**src/rtl/shiftregister_universal_if.sv**
```systemverilog
`default_nettype none
// ============================================================================
// Module      : shiftregister_universal_if
// Description : Control/data bundle for the universal shift register.
//               master : drives mode, serial inputs, preset, start and
//                        shiftCount; observes the register outputs.
//               slave  : the shift register itself.
//               Signals:
//                 mode        operation select (hold/shift/load/rotate)
//                 serialRight bit entering the MSB on shift right
//                 serialLeft  bit entering the LSB on shift left
//                 preset      parallel-load data
//                 start       burst request
//                 shiftCount  number of shifts in a burst
//                 out/notout  register contents and complement
//                 serialOut   serial output bit for the active direction
//                 busy/done   burst in progress / completion pulse
// Revision    : 1.0 - initial release
// ============================================================================
interface shiftregister_universal_if #(
  parameter int WIDTH = 8,
  parameter int CNT_W = 4
);
  logic [2:0]       mode;
  logic             serialRight;
  logic             serialLeft;
  logic [WIDTH-1:0] preset;
  logic             start;
  logic [CNT_W-1:0] shiftCount;
  logic [WIDTH-1:0] out;
  logic [WIDTH-1:0] notout;
  logic             serialOut;
  logic             busy;
  logic             done;

  modport master (
    output mode, serialRight, serialLeft, preset, start, shiftCount,
    input  out, notout, serialOut, busy, done
  );

  modport slave (
    input  mode, serialRight, serialLeft, preset, start, shiftCount,
    output out, notout, serialOut, busy, done
  );
endinterface
`default_nettype wire

```
**src/rtl/shiftregister_universal.sv**
```systemverilog
`default_nettype none
// ============================================================================
// Module      : shiftregister_universal
// Description : Parametrised universal shift register with hold, shift
//               right/left, parallel load and an autonomous burst
//               controller that performs shiftCount shifts and pulses done.
//               Optional rotate modes (100/101) are compiled in when the
//               macro SHIFTREG_ROTATE_EN is defined; otherwise those codes
//               act as hold and cannot start a burst.
//               Ports:
//                 clockpulse  rising-edge clock
//                 clear       asynchronous active-high reset
//                 bus         shiftregister_universal_if.slave bundle
// Revision    : 1.0 - initial release
// ============================================================================
module shiftregister_universal #(
  parameter int WIDTH = 8,
  parameter int CNT_W = 4
) (
  input  wire logic                  clockpulse,
  input  wire logic                  clear,
  shiftregister_universal_if.slave   bus
);

  localparam logic [2:0] c_HOLD  = 3'b000;
  localparam logic [2:0] c_SHR   = 3'b001;
  localparam logic [2:0] c_SHL   = 3'b010;
  localparam logic [2:0] c_LOAD  = 3'b011;
  localparam logic [2:0] c_ROTR  = 3'b100;
  localparam logic [2:0] c_ROTL  = 3'b101;
  localparam logic [CNT_W-1:0] c_CNT_ZERO = '0;
  localparam logic [CNT_W-1:0] c_CNT_ONE  = CNT_W'(1);

  typedef enum logic [0:0] {
    S_IDLE = 1'b0,
    S_BUSY = 1'b1
  } state_t;

  state_t           r_state;
  logic [WIDTH-1:0] r_out;
  logic [2:0]       r_burst_mode;
  logic [CNT_W-1:0] r_remaining;
  logic             r_busy;
  logic             r_done;

  logic             w_burst_ok;
  logic [2:0]       w_eff_mode;

  // Next register value for a given operation code.
  function automatic logic [WIDTH-1:0] f_next(
    input logic [2:0]       m,
    input logic [WIDTH-1:0] cur,
    input logic             sr,
    input logic             sl,
    input logic [WIDTH-1:0] pre
  );
    logic [WIDTH-1:0] v;
    v = cur;
    case (m)
      c_SHR:   v = {sr, cur[WIDTH-1:1]};
      c_SHL:   v = {cur[WIDTH-2:0], sl};
      c_LOAD:  v = pre;
`ifdef SHIFTREG_ROTATE_EN
      c_ROTR:  v = {cur[0], cur[WIDTH-1:1]};
      c_ROTL:  v = {cur[WIDTH-2:0], cur[WIDTH-1]};
`endif
      default: v = cur;
    endcase
    return v;
  endfunction

  // Only shift/rotate codes may launch a burst; hold/load/unused ignore start.
  always_comb begin
    w_burst_ok = 1'b0;
    case (bus.mode)
      c_SHR, c_SHL: w_burst_ok = 1'b1;
`ifdef SHIFTREG_ROTATE_EN
      c_ROTR, c_ROTL: w_burst_ok = 1'b1;
`endif
      default: w_burst_ok = 1'b0;
    endcase
  end

  always_ff @(posedge clockpulse or posedge clear) begin
    if (clear) begin
      r_state      <= S_IDLE;
      r_out        <= '0;
      r_burst_mode <= c_HOLD;
      r_remaining  <= c_CNT_ZERO;
      r_busy       <= 1'b0;
      r_done       <= 1'b0;
    end else begin
      r_done <= 1'b0;
      case (r_state)
        S_IDLE: begin
          if (bus.start && w_burst_ok) begin
            // Latch edge: no shift happens here.
            r_burst_mode <= bus.mode;
            r_remaining  <= bus.shiftCount;
            if (bus.shiftCount == c_CNT_ZERO) begin
              r_done <= 1'b1;
            end else begin
              r_state <= S_BUSY;
              r_busy  <= 1'b1;
            end
          end else begin
            r_out <= f_next(bus.mode, r_out, bus.serialRight,
                            bus.serialLeft, bus.preset);
          end
        end
        S_BUSY: begin
          // Serial inputs are sampled live; preset is irrelevant here.
          r_out       <= f_next(r_burst_mode, r_out, bus.serialRight,
                                bus.serialLeft, bus.preset);
          r_remaining <= r_remaining - c_CNT_ONE;
          if (r_remaining == c_CNT_ONE) begin
            r_state <= S_IDLE;
            r_busy  <= 1'b0;
            r_done  <= 1'b1;
          end
        end
        default: begin
          r_state <= S_IDLE;
          r_busy  <= 1'b0;
        end
      endcase
    end
  end

  // serialOut follows the burst direction while busy, the live mode otherwise.
  assign w_eff_mode = (r_state == S_BUSY) ? r_burst_mode : bus.mode;

  always_comb begin
    bus.serialOut = r_out[0];
    case (w_eff_mode)
      c_SHL: bus.serialOut = r_out[WIDTH-1];
`ifdef SHIFTREG_ROTATE_EN
      c_ROTL: bus.serialOut = r_out[WIDTH-1];
`endif
      default: bus.serialOut = r_out[0];
    endcase
  end

  assign bus.out    = r_out;
  assign bus.notout = ~r_out;
  assign bus.busy   = r_busy;
  assign bus.done   = r_done;

endmodule
`default_nettype wire

```
**src/flat_wrapper.sv**
```systemverilog
// flat-port wrapper written by rule: the top's interface ports become plain ports
module shiftregister_universal_flat 
#(
  parameter int WIDTH = 8,
  parameter int CNT_W = 4
)
  (clockpulse, clear, bus_mode, bus_serialRight, bus_serialLeft, bus_preset, bus_start, bus_shiftCount, bus_out, bus_notout, bus_serialOut, bus_busy, bus_done);
  shiftregister_universal_if #(.WIDTH(WIDTH), .CNT_W(CNT_W)) bus_i ();
  input  wire logic clockpulse;
  input  wire logic clear;
  input wire logic [$bits(bus_i.mode)-1:0] bus_mode;
  input wire logic [$bits(bus_i.serialRight)-1:0] bus_serialRight;
  input wire logic [$bits(bus_i.serialLeft)-1:0] bus_serialLeft;
  input wire logic [$bits(bus_i.preset)-1:0] bus_preset;
  input wire logic [$bits(bus_i.start)-1:0] bus_start;
  input wire logic [$bits(bus_i.shiftCount)-1:0] bus_shiftCount;
  output wire logic [$bits(bus_i.out)-1:0] bus_out;
  output wire logic [$bits(bus_i.notout)-1:0] bus_notout;
  output wire logic [$bits(bus_i.serialOut)-1:0] bus_serialOut;
  output wire logic [$bits(bus_i.busy)-1:0] bus_busy;
  output wire logic [$bits(bus_i.done)-1:0] bus_done;
  assign bus_i.mode = bus_mode;
  assign bus_i.serialRight = bus_serialRight;
  assign bus_i.serialLeft = bus_serialLeft;
  assign bus_i.preset = bus_preset;
  assign bus_i.start = bus_start;
  assign bus_i.shiftCount = bus_shiftCount;
  assign bus_out = bus_i.out;
  assign bus_notout = bus_i.notout;
  assign bus_serialOut = bus_i.serialOut;
  assign bus_busy = bus_i.busy;
  assign bus_done = bus_i.done;
  shiftregister_universal #(.WIDTH(WIDTH), .CNT_W(CNT_W)) u_core (.clockpulse(clockpulse), .clear(clear), .bus(bus_i));
endmodule
```
**config.mk**
```make
export PLATFORM = sky130hd
export DESIGN_NAME = shiftregister_universal_flat
export DESIGN_NICKNAME = d
export VERILOG_FILES = /design/src/rtl/shiftregister_universal_if.sv /design/src/rtl/shiftregister_universal.sv /design/src/flat_wrapper.sv
export SDC_FILE = /design/constraint.sdc
export NUM_CORES = 1
export LEC_CHECK = 0
export ABC_AREA = 1
export BUFFER_PORTS_ARGS = -buffer_cell sky130_fd_sc_hd__buf_2
export CAP_MARGIN = 20
export CORE_UTILIZATION = 55
export DETAILED_ROUTE_END_ITERATION = 10
export HOLD_SLACK_MARGIN = 0.12
export PLACE_DENSITY = 0.83
export SYNTH_ARGS = -nofsm -noshare
export SYNTH_HDL_FRONTEND = slang
export SYNTH_SLANG_ARGS = --single-unit
```
**constraint.sdc**
```tcl
create_clock -name clockpulse -period 2.8 [get_ports clockpulse]
set_input_delay 0.14 -clock clockpulse [delete_from_list [all_inputs] [get_ports clockpulse]]
set_output_delay 0.14 -clock clockpulse [all_outputs]
set_load 0.005 [all_outputs]
```
Word level (Yosys, flattened, before mapping):

Cells that the tools add are included.
W data, S select, Z words.

* bits in registers: 18
* bits of input ports: 20
* logic and storage cells: 50

* add/sub/neg operators: 1
* equal/unequal tests: 14
* multiplexer cells: 21
* bitwise operators: 2
* reduce and logical (&&, ||, !) cells: 6

Operators by type and width (number)
* $pmux W8 S3: 2
* $pmux W8 S2: 1
* $eq A3 B2 Y1 const B: 5
* $mux W1: 11
* $mux W8: 1
* $ne A4 B4 Y1 const B: 2
* $not A8 Y8: 1
* $pmux W4 S2: 1
* $eq A3 B1 Y1 const B: 2
* $ne A2 B2 Y1 const B: 3
* $pmux W1 S2: 3
* $reduce_and A3 Y1: 2
* $eq A4 B1 Y1 const B: 1
* $logic_not A4 Y1: 1
* $mux W4: 1
* $sub A4 B1 Y4 const B: 1
* $mux W3: 1
* $ne A2 B1 Y1 const B: 1
* $reduce_and A2 Y1: 1
* $reduce_or A2 Y1: 1
* $logic_and A1 B1 Y1: 1
* $not A1 Y1: 1

Longest topological paths before layout:

Gate-level depths: netlist of run 1.

* depth after elaboration: 6
* gate-level depth with buffers: 10
* gate-level depth less buffers: 9

Worst setup path before layout of run 1:

OpenSTA, ideal clock, no wires.

* kind: register to output
* from: register u_core.r_burst_mode[2]
* to: output port bus_serialOut
* arrival: 1.103 ns
* data required time: 2.660 ns
* slack: 1.557 ns
* stages on the path, launching flop included: 6
* buffers on the path: 0
* cell sequence: dfrtp_1 > inv_1 > nand2_2 > nor2_2 > o21ai_0 > o21ai_0

* word-level cells in the longest chain between the ends: 3

Ends and longest elaborated chain
* start, declared: line shiftregister_universal.sv:41 `logic [2:0] r_burst_mode;`
* start signal, assigned: line shiftregister_universal.sv:88 `r_burst_mode <= c_HOLD;`
* start signal, assigned: line shiftregister_universal.sv:98 `r_burst_mode <= bus.mode;`
* $mux W3: line shiftregister_universal.sv:131 `assign w_eff_mode = (r_state == S_BUSY) ? r_burst_mode : bus.mode;`
* $eq A3 B2 Y1: line shiftregister_universal.sv:135 `case (w_eff_mode)`
* $mux W1: line shiftregister_universal.sv:135
* end, declared: line flat_wrapper.sv:19 `output wire logic [$bits(bus_i.serialOut)-1:0] bus_serialOut;`

Every way passes these cells.

Final worst setup path of run 1:

* from: register u_core.r_state
* to: output port bus_serialOut

* word-level cells in the longest chain between the ends: 3

Ends and longest elaborated chain
* start, declared: line shiftregister_universal.sv:39 `state_t r_state;`
* start signal, assigned: line shiftregister_universal.sv:86 `r_state <= S_IDLE;`
* start signal, assigned: line shiftregister_universal.sv:103 `r_state <= S_BUSY;`
* start signal, assigned: line shiftregister_universal.sv:117 `r_state <= S_IDLE;`
* $mux W3: line shiftregister_universal.sv:131
* $eq A3 B2 Y1: line shiftregister_universal.sv:135
* $mux W1: line shiftregister_universal.sv:135

Every way passes these cells.

==> flow_summary.toml, run 1 <==
[finish]
final_cell_mix = "nand2_1, buf_2, nand3_1"
stdcell_area_um2 = 1750
syn_to_final_growth_pct = 17.8
drive_gt1_frac = 0.223
n_fill_cell = 253
num_antenna_cells = 0
stdcell_count = 295
fin_util = 0.693
layout.nets = 288
layout_commonest_cell = "nand2_1"

[power_and_ir_drop]
p_total_mw = 1.57
cellInternalPower_mw = 0.789
clkPwrFrac = 0.109
switchingPower_mw = 0.778
ir_drop_mv = 0.777
swShare = 0.496
p_seq_frac = 0.355
p_leak_nw = 0.974
power_density_nw_per_um2 = 896
combinationalPowerShare = 0.536

[placement]
place_inst = 286
io_buffer_count = 38
place_ws_ps = 1230
hpwl_mm = 2.61
post_dp_cell_area_um2 = 1660
place.gp.congestion = 0.846

[setup_path]
worstPathCellList = "inv_2, o21ai_0, nand2_1, o21ai_0, buf_2"
path_common_cell = "o21ai_0"
critPathRequiredTime_ps = 2660
worstPathMaxFanout = 16
crit_path_end_kind = "output pin"
cp-start-kind = "register"
cp.arrival_ps = 1810
critPathKind = "register to output pin"
crit_slowest_cell = "dfrtp_1"
worst-r2r-setup-slack_ps = 1170
crit_path_max_incr_delay_ps = 710

[die]
initial_core_util = 0.588
coreArea_um2 = 2520
num_io_pins = 39
dieArea_um2 = 2910
rows = 18
fp.dieW_um = 53.9
die_h_um = 53.9

[sta]
rsz0062_at_grt = "no"
relSlewSlack = 0.552
max_freq_mhz = 514
drv_slew = 0
worst_pin_slew_ps = 672
timing.setup.tns_ps = 0
whs_ps = 175
hold_viol_final = 0
fin_crit_sh = 0.695
setup_viol = 0
worst_slack_ps = 853
min_period_ps = 1950
finClkSkew_ps = 14.8

[logic_synthesis]
synth_nets = 248
synth_cell_types = 30
netlist_area_um2 = 1480
avgSynthCellArea_um2 = 6.57
synth_top_cell_by_area = "dfrtp_1"
synth_seq_area_share = 0.304
synth_top_cell_area_share = 0.304
ys_seq_elements = 18
synthTopCellsByArea = "dfrtp_1, nand2_1, nand3_1, inv_1, nand4_1"
netlist_instances = 226
yosysWarningCount = 0

[global_route]
antenna_found_initial = 0
grt_pass1_vias = 1416
grt_max_degree = 21
grt_pass1_wl_mm = 6.51
grt_usage = 0.314
overflow = 0

[hold_path]
hp-class = "primary input to register"

[drt]
drtPass1Iterations = 4
wire_per_inst_um = 13.2
avgViaCountPerCell = 5.51
dr_total_vias = 1626
drt-initial-drc-count = 85
drcViolationCount = 0
antenna_left = 0
wirelength_mm = 3.90

[cts]
clkLatencyLatePin_ps = 310
clk_path_buf_depth = 2
ctsRootBufferMaster = "clkbuf_4"
cts-htree-levels = 1
clock-sinks = 18
cts_tree = "yes"
clk_pin_slew_ps = 120
cts_buffers = 3
post_cts_resized = 0

[job]
max-cap-violations = 0

[status]
outcome = "finished clean"
-- final cells by class --
type,instances,area (um2),share of cell area
Timing Repair Buffer,43,240,0.137
Clock buffer,4,36.3,0.0208
Inverter,28,110,0.0630
Tap cell,30,37.5,0.0215
Multi-Input combinational cell,172,873,0.500
Sequential cell,18,450,0.258
-- routing by layer --
layer	part of all wire	routed length, um	global-route usage	vias to the layer above
li1	-	-	-	800
met4	0.018	71	0.0921	0
met5	0	0	0	-
met2	0.45	1750	0.486	90
met3	0.088	341	0.0311	11
met1	0.45	1740	0.460	725
-- cells in the mapped netlist (all sizes together) --
master,number
nand2,99
nand3,39
inv,28
dfrtp,18
nand4,9
nor2,9
buf,8
o21ai,5
a21oi,3
ha,2
nor3,1
nor4,1
o211ai,1
o21a,1
or2,1
xnor2,1
-- sequential cells by signal, indices dropped and copies added (netlist names) --
signal               cells
u_core.bus.out           8
u_core.r_remaining       4
u_core.r_burst_mode      3
u_core.bus.busy          1
u_core.bus.done          1
u_core.r_state           1
-- cell families (layout without fill, tap and decap cells) --
logic type / Yosys count / count (layout) / synth area share
flops: 18 / 18 / 0.304
xor+xnor: 1 / 1 / 0.00590
compound gates: 10 / 10 / 0.0371
buf+inv: 36 / 75 / 0.108
fa+ha+maj: 2 / 2 / 0.0169
simple gates: 159 / 159 / 0.529
-- path summary, 6_finish.rpt --
kind	depth (start not counted)	to	from
max in group asynchronous	3	u_core.r_remaining[3]	clear
max reg2reg	6	u_core.bus.out[0]	u_core.r_state
min in group asynchronous	3	u_core.bus.out[4]	clear
max	5	bus_serialOut	u_core.r_state
min	4	u_core.r_remaining[0]	bus_start
min reg2reg	2	u_core.bus.busy	u_core.bus.busy
-- repair_timing --
item                      CTS  global route
hold buffers                5             0
setup buffers               0             0
hold endpoints to repair   22             0
-- power by group through the flow --
stage	registers (mW)	clock network, mW	logic (mW)
2_1_floorplan	0.486	0	0.635
3_3_place_gp	0.550	0	0.808
3_5_place_dp	0.555	0	0.828
4_1_cts	0.549	0.170	0.837
5_1_grt	0.573	0.184	0.966
6_report	0.555	0.171	0.840
-- worst max-delay path: cells and delay by family, from the launching register on --
kind,cells,cell delay (ps)
flops,1,710
buf+inv,2,400
simple gates,1,70
compound gates,2,320
Power figures use the tool's default switching activity.
==> run 2, diff against run 1 <==
CORE_UTILIZATION = 53   (was 55)
PLACE_DENSITY = 0.8   (was 0.83)
clock period = 1.85 ns   (was 2.8 ns; I/O delays follow)
==> flow_summary.toml, run 2 (same netlist as run 1, synthesis figures left out) <==
[global_route]
grt_usage = 0.300
grt_max_degree = 19
antenna_found_initial = 0
grt_pass1_wl_mm = 6.37
overflow = 0
grt_pass1_vias = 1432

[die]
fp.dieW_um = 54.9
num_io_pins = 39
coreArea_um2 = 2570
rows = 18
dieArea_um2 = 3020
die_h_um = 54.9
initial_core_util = 0.578

[finish]
multiInputGateArea_um2 = 883
final_cell_mix = "nand2_1, buf_2, nand3_1"
num_antenna_cells = 0
drive_gt1_frac = 0.241
n_fill_cell = 217
layout_commonest_cell = "nand2_1"
stdcell_count = 300
syn_to_final_growth_pct = 21.1
stdcell_area_um2 = 1800
largest_reg_flops = 8
layout.nets = 293
seq_area_um2 = 452

[setup_path]
crit_slowest_cell = "dfrtp_1"
cp.arrival_ps = 1600
path_common_cell = "o21ai_0"
critPathKind = "register to output pin"
critPathTopFamily = "flip-flops"
crit_path_end_kind = "output pin"
cp-start-kind = "register"
crit_path_max_incr_delay_ps = 400
worstPathCellList = "inv_1, nand2_4, nor2_4, o21ai_0, o21ai_0, buf_2"
critPathRequiredTime_ps = 1760
worstPathMaxFanout = 10
critPathBufInv = 2

[drt]
dr_total_vias = 1618
drcViolationCount = 0
avgViaCountPerCell = 5.39
wirelength_mm = 3.91
wire_per_inst_um = 13.0
antenna_left = 0
drtPass1Iterations = 4
drt-initial-drc-count = 67

[placement]
post_dp_cell_area_um2 = 1680
place_ws_ps = 345
place.gp.congestion = 0.848
place_inst = 289
hpwl_mm = 2.69
io_buffer_count = 38

[sta]
worst_slack_ps = 160
relSlewSlack = 0.527
finClkSkew_ps = 18.3
setup_viol = 0
worst_pin_slew_ps = 709
drv_slew = 0
whs_ps = 139
hold_viol_final = 0
min_period_ps = 1690
fin_crit_sh = 0.913
max_freq_mhz = 592

[power_and_ir_drop]
ir_drop_mv = 1.06
p_total_mw = 2.43
p_leak_nw = 1.00
power_density_nw_per_um2 = 1350

[cts]
cts_buffers = 3
clk_path_buf_depth = 2
cts_tree = "yes"
cts-htree-levels = 1
clkLatencyLatePin_ps = 310
clock-sinks = 18
ctsRootBufferMaster = "clkbuf_4"
clk_pin_slew_ps = 100

[hold_path]
hp-class = "primary input to register"

[status]
outcome = "finished clean"

[job]
max-cap-violations = 0
==> run 2: final timing paths <==
check | from | end | slack [ps] | cells past startpoint
max | u_core.r_burst_mode[2] | bus_serialOut | 160 | 6
min | bus_start | u_core.r_remaining[0] | 140 | 4
max reg2reg | u_core.r_burst_mode[1] | u_core.bus.out[5] | 380 | 8
min reg2reg | u_core.bus.busy | u_core.bus.busy | 480 | 2
max in group asynchronous | clear | u_core.r_state | 910 | 3
min in group asynchronous | clear | u_core.bus.out[3] | 430 | 3
==> run 2: layout make-up <==
class	instances	area share
clock buffers	4	0.0202
inverters	28	0.0613
multi-input cells	172	0.492
flip-flops and latches	18	0.251
well taps	30	0.0209
repair buffers	48	0.155
==> run 2: metrics by stage <==
stage | utilization | TNS (ps)
6_report | 0.700 | 0
3_3_place_gp | 0.656 | 0
3_5_place_dp | 0.656 | 0
4_1_cts | 0.690 | 0
2_1_floorplan | - | 0
5_1_grt | 0.700 | -0.860
==> run 2: power breakdown <==
part / total (mW) / switching (mW) / leakage (nW) / internal [mW]
sequential: 0.819 / 0.259 / 0.224 / 0.560
clock: 0.255 / 0.135 / 0.0210 / 0.120
combinational: 1.35 / 0.796 / 0.755 / 0.556
==> run 2: tightest hold or removal path, stage by stage <==
cell and delay [ps]:
buf_2 110, a21oi_1 90, nand2_1 60, nand2_1 50
==> run 2: per-layer routing <==
layer / part of all wire / global-route usage / vias up / routed length (um)
li1: - / - / 814 / -
met1: 0.47 / 0.423 / 715 / 1850
met2: 0.43 / 0.452 / 83 / 1700
met3: 0.077 / 0.0410 / 6 / 300
met4: 0.014 / 0.138 / 0 / 55
met5: 0 / 0 / - / 0
==> run 2: repair_timing <==
action / in CTS / in global routing
hold buffers: 5 / 0
hold endpoints to repair: 23 / 0
gates resized for setup: 0 / 3
setup endpoints to repair: 0 / 1
setup buffers: 0 / 2
==> run 3, diff against run 2 <==
clock period = 1.8 ns   (was 1.85 ns; I/O delays follow)
==> flow_summary.toml, run 3 (same netlist as run 1, synthesis figures left out) <==
[global_route]
overflow = 0
antenna_found_initial = 0
grt_usage = 0.301
grt_pass1_wl_mm = 6.44
grt_pass1_vias = 1474
grt_max_degree = 19

[placement]
hpwl_mm = 2.69
place.gp.congestion = 0.848
place_inst = 289
place_ws_ps = 302
io_buffer_count = 38

[die]
initial_core_util = 0.578
num_io_pins = 39
fp.dieW_um = 54.9
die_h_um = 54.9
rows = 18
coreArea_um2 = 2570
dieArea_um2 = 3020

[finish]
drive_gt1_frac = 0.242
layout_commonest_cell = "nand2_1"
syn_to_final_growth_pct = 22.5
final_cell_mix = "nand2_1, buf_2, nand3_1"
largest_reg_flops = 8
stdcell_count = 303
num_antenna_cells = 0
layout.nets = 296

[drt]
drtPass1Iterations = 4
wirelength_mm = 3.92
drcViolationCount = 0
drt-initial-drc-count = 117
avgViaCountPerCell = 5.42
dr_total_vias = 1642
wire_per_inst_um = 12.9
antenna_left = 0

[setup_path]
reg2reg_depth = 5
worstPathCellList = "inv_1, nand2_2, nor2_4, o21ai_1, o21ai_0, buf_2"
crit_path_max_incr_delay_ps = 410
critPathKind = "register to output pin"
critPathTopFamily = "flip-flops"
cp-start-kind = "register"
worstPathMaxFanout = 10
crit_path_end_kind = "output pin"
critPathRequiredTime_ps = 1710
cp.arrival_ps = 1560
worst-r2r-setup-slack_ps = 150
critPathBufInv = 2
crit_slowest_cell = "dfrtp_1"
rr_startpoint = "u_core.r_state"
reg2reg_to = "u_core.r_remaining[0]"

[cts]
cts_buffers = 3
clk_pin_slew_ps = 120
cts-htree-levels = 1
cts_tree = "yes"
clkLatencyLatePin_ps = 300
clk_path_buf_depth = 2
clock-sinks = 18
ctsRootBufferMaster = "clkbuf_4"

[sta]
setup_viol = 0
timing.setup.tns_ps = 0
rsz0062_at_grt = "no"
drv_slew = 0
finClkSkew_ps = 2.28
worst_slack_ps = 146
hold_viol_final = 0
fin_crit_sh = 0.919
worst_pin_slew_ps = 698
max_freq_mhz = 605
min_period_ps = 1650
relSlewSlack = 0.534

[power_and_ir_drop]
p_seq_frac = 0.331
clkPwrFrac = 0.106
switchingPower_mw = 1.24
combinationalPowerShare = 0.563
swShare = 0.487
ir_drop_mv = 1.02
power_density_nw_per_um2 = 1400
cellInternalPower_mw = 1.30
p_leak_nw = 1.02

[hold_path]
hp-class = "primary input to register"
hold_path_startpoint = "bus_start"
holdPathEnd = "u_core.r_remaining[1]"
hold_depth = 4

[job]
max-cap-violations = 0

[status]
outcome = "finished clean"
==> run 3: cell types whose count changed in the layout (fill, tap and decap cells not counted) <==
cell	delta
nand2_4	-1
dfrtp_1	+1
buf_4	+2
inv_4	+1
dlygate4sd3_1	+1
inv_2	-1
o21ai_1	+1
o21ai_0	-1
nand2_2	+1
dfrtp_2	-1
==> run 3: area by class of cell <==
class	instances	area [um2]
clock buffers	4	36.3
fillers	228	749
repair buffers	51	303
flip-flops and latches	18	450
multi-input cells	172	878
well taps	30	37.5
inverters	28	113
==> run 3: worst max path at each step <==
stage                                  to  slack, ps              startpoint  depth (start not counted)
global placement            bus_serialOut        300  u_core.r_burst_mode[2]                          6
global route        u_core.r_remaining[0]         20          u_core.r_state                          5
CTS                         bus_serialOut         70  u_core.r_burst_mode[2]                          6
finish                      bus_serialOut        150  u_core.r_burst_mode[2]                          6
detailed placement          bus_serialOut        300  u_core.r_burst_mode[2]                          6
floorplan               u_core.bus.out[0]        570          u_core.r_state                          5
==> run 3: layer usage <==
| layer | global-route usage | part of all wire |
|---|---|---|
| met1 | 0.444 | 0.47 |
| met2 | 0.432 | 0.42 |
| met3 | 0.0574 | 0.099 |
| met4 | 0.113 | 0.013 |
| met5 | 0 | 0 |
==> run 3: stage by stage <==
step | cell area [um2] | hold slack [ps] | util | power [mW]
after floorplan | 1480 | 28.6 | - | 1.74
after global routing | 1820 | 176 | 0.708 | 2.81
after detailed placement | 1680 | 241 | 0.656 | 2.17
final | 1820 | 163 | 0.708 | 2.54
after global placement | 1680 | 236 | 0.656 | 2.15
after CTS | 1790 | 156 | 0.695 | 2.48
==> run 3: power by group through the flow <==
stage               clock, mW  sequential [mW]  combinational, mW
global route            0.286            0.870               1.65
floorplan                   0            0.756              0.987
global placement            0            0.832               1.32
detailed placement          0            0.834               1.34
finish                  0.269            0.840               1.43
CTS                     0.269            0.829               1.38
==> run 3: worst min-delay path, delay by kind of cell <==
| kind | cells | cell delay [ps] |
|---|---|---|
| compound gates | 2 | 170 |
| buf+inv | 1 | 110 |
| simple gates | 1 | 60 |
==> run 3: timing repair <==
action                                 in CTS  in global routing
pin swaps                                   0                  1
endpoints found under the hold margin      23                  0
setup endpoints to repair                   1                  2
hold buffers                                6                  0
resized for setup                           1                  3
buffers inserted                            0                  4
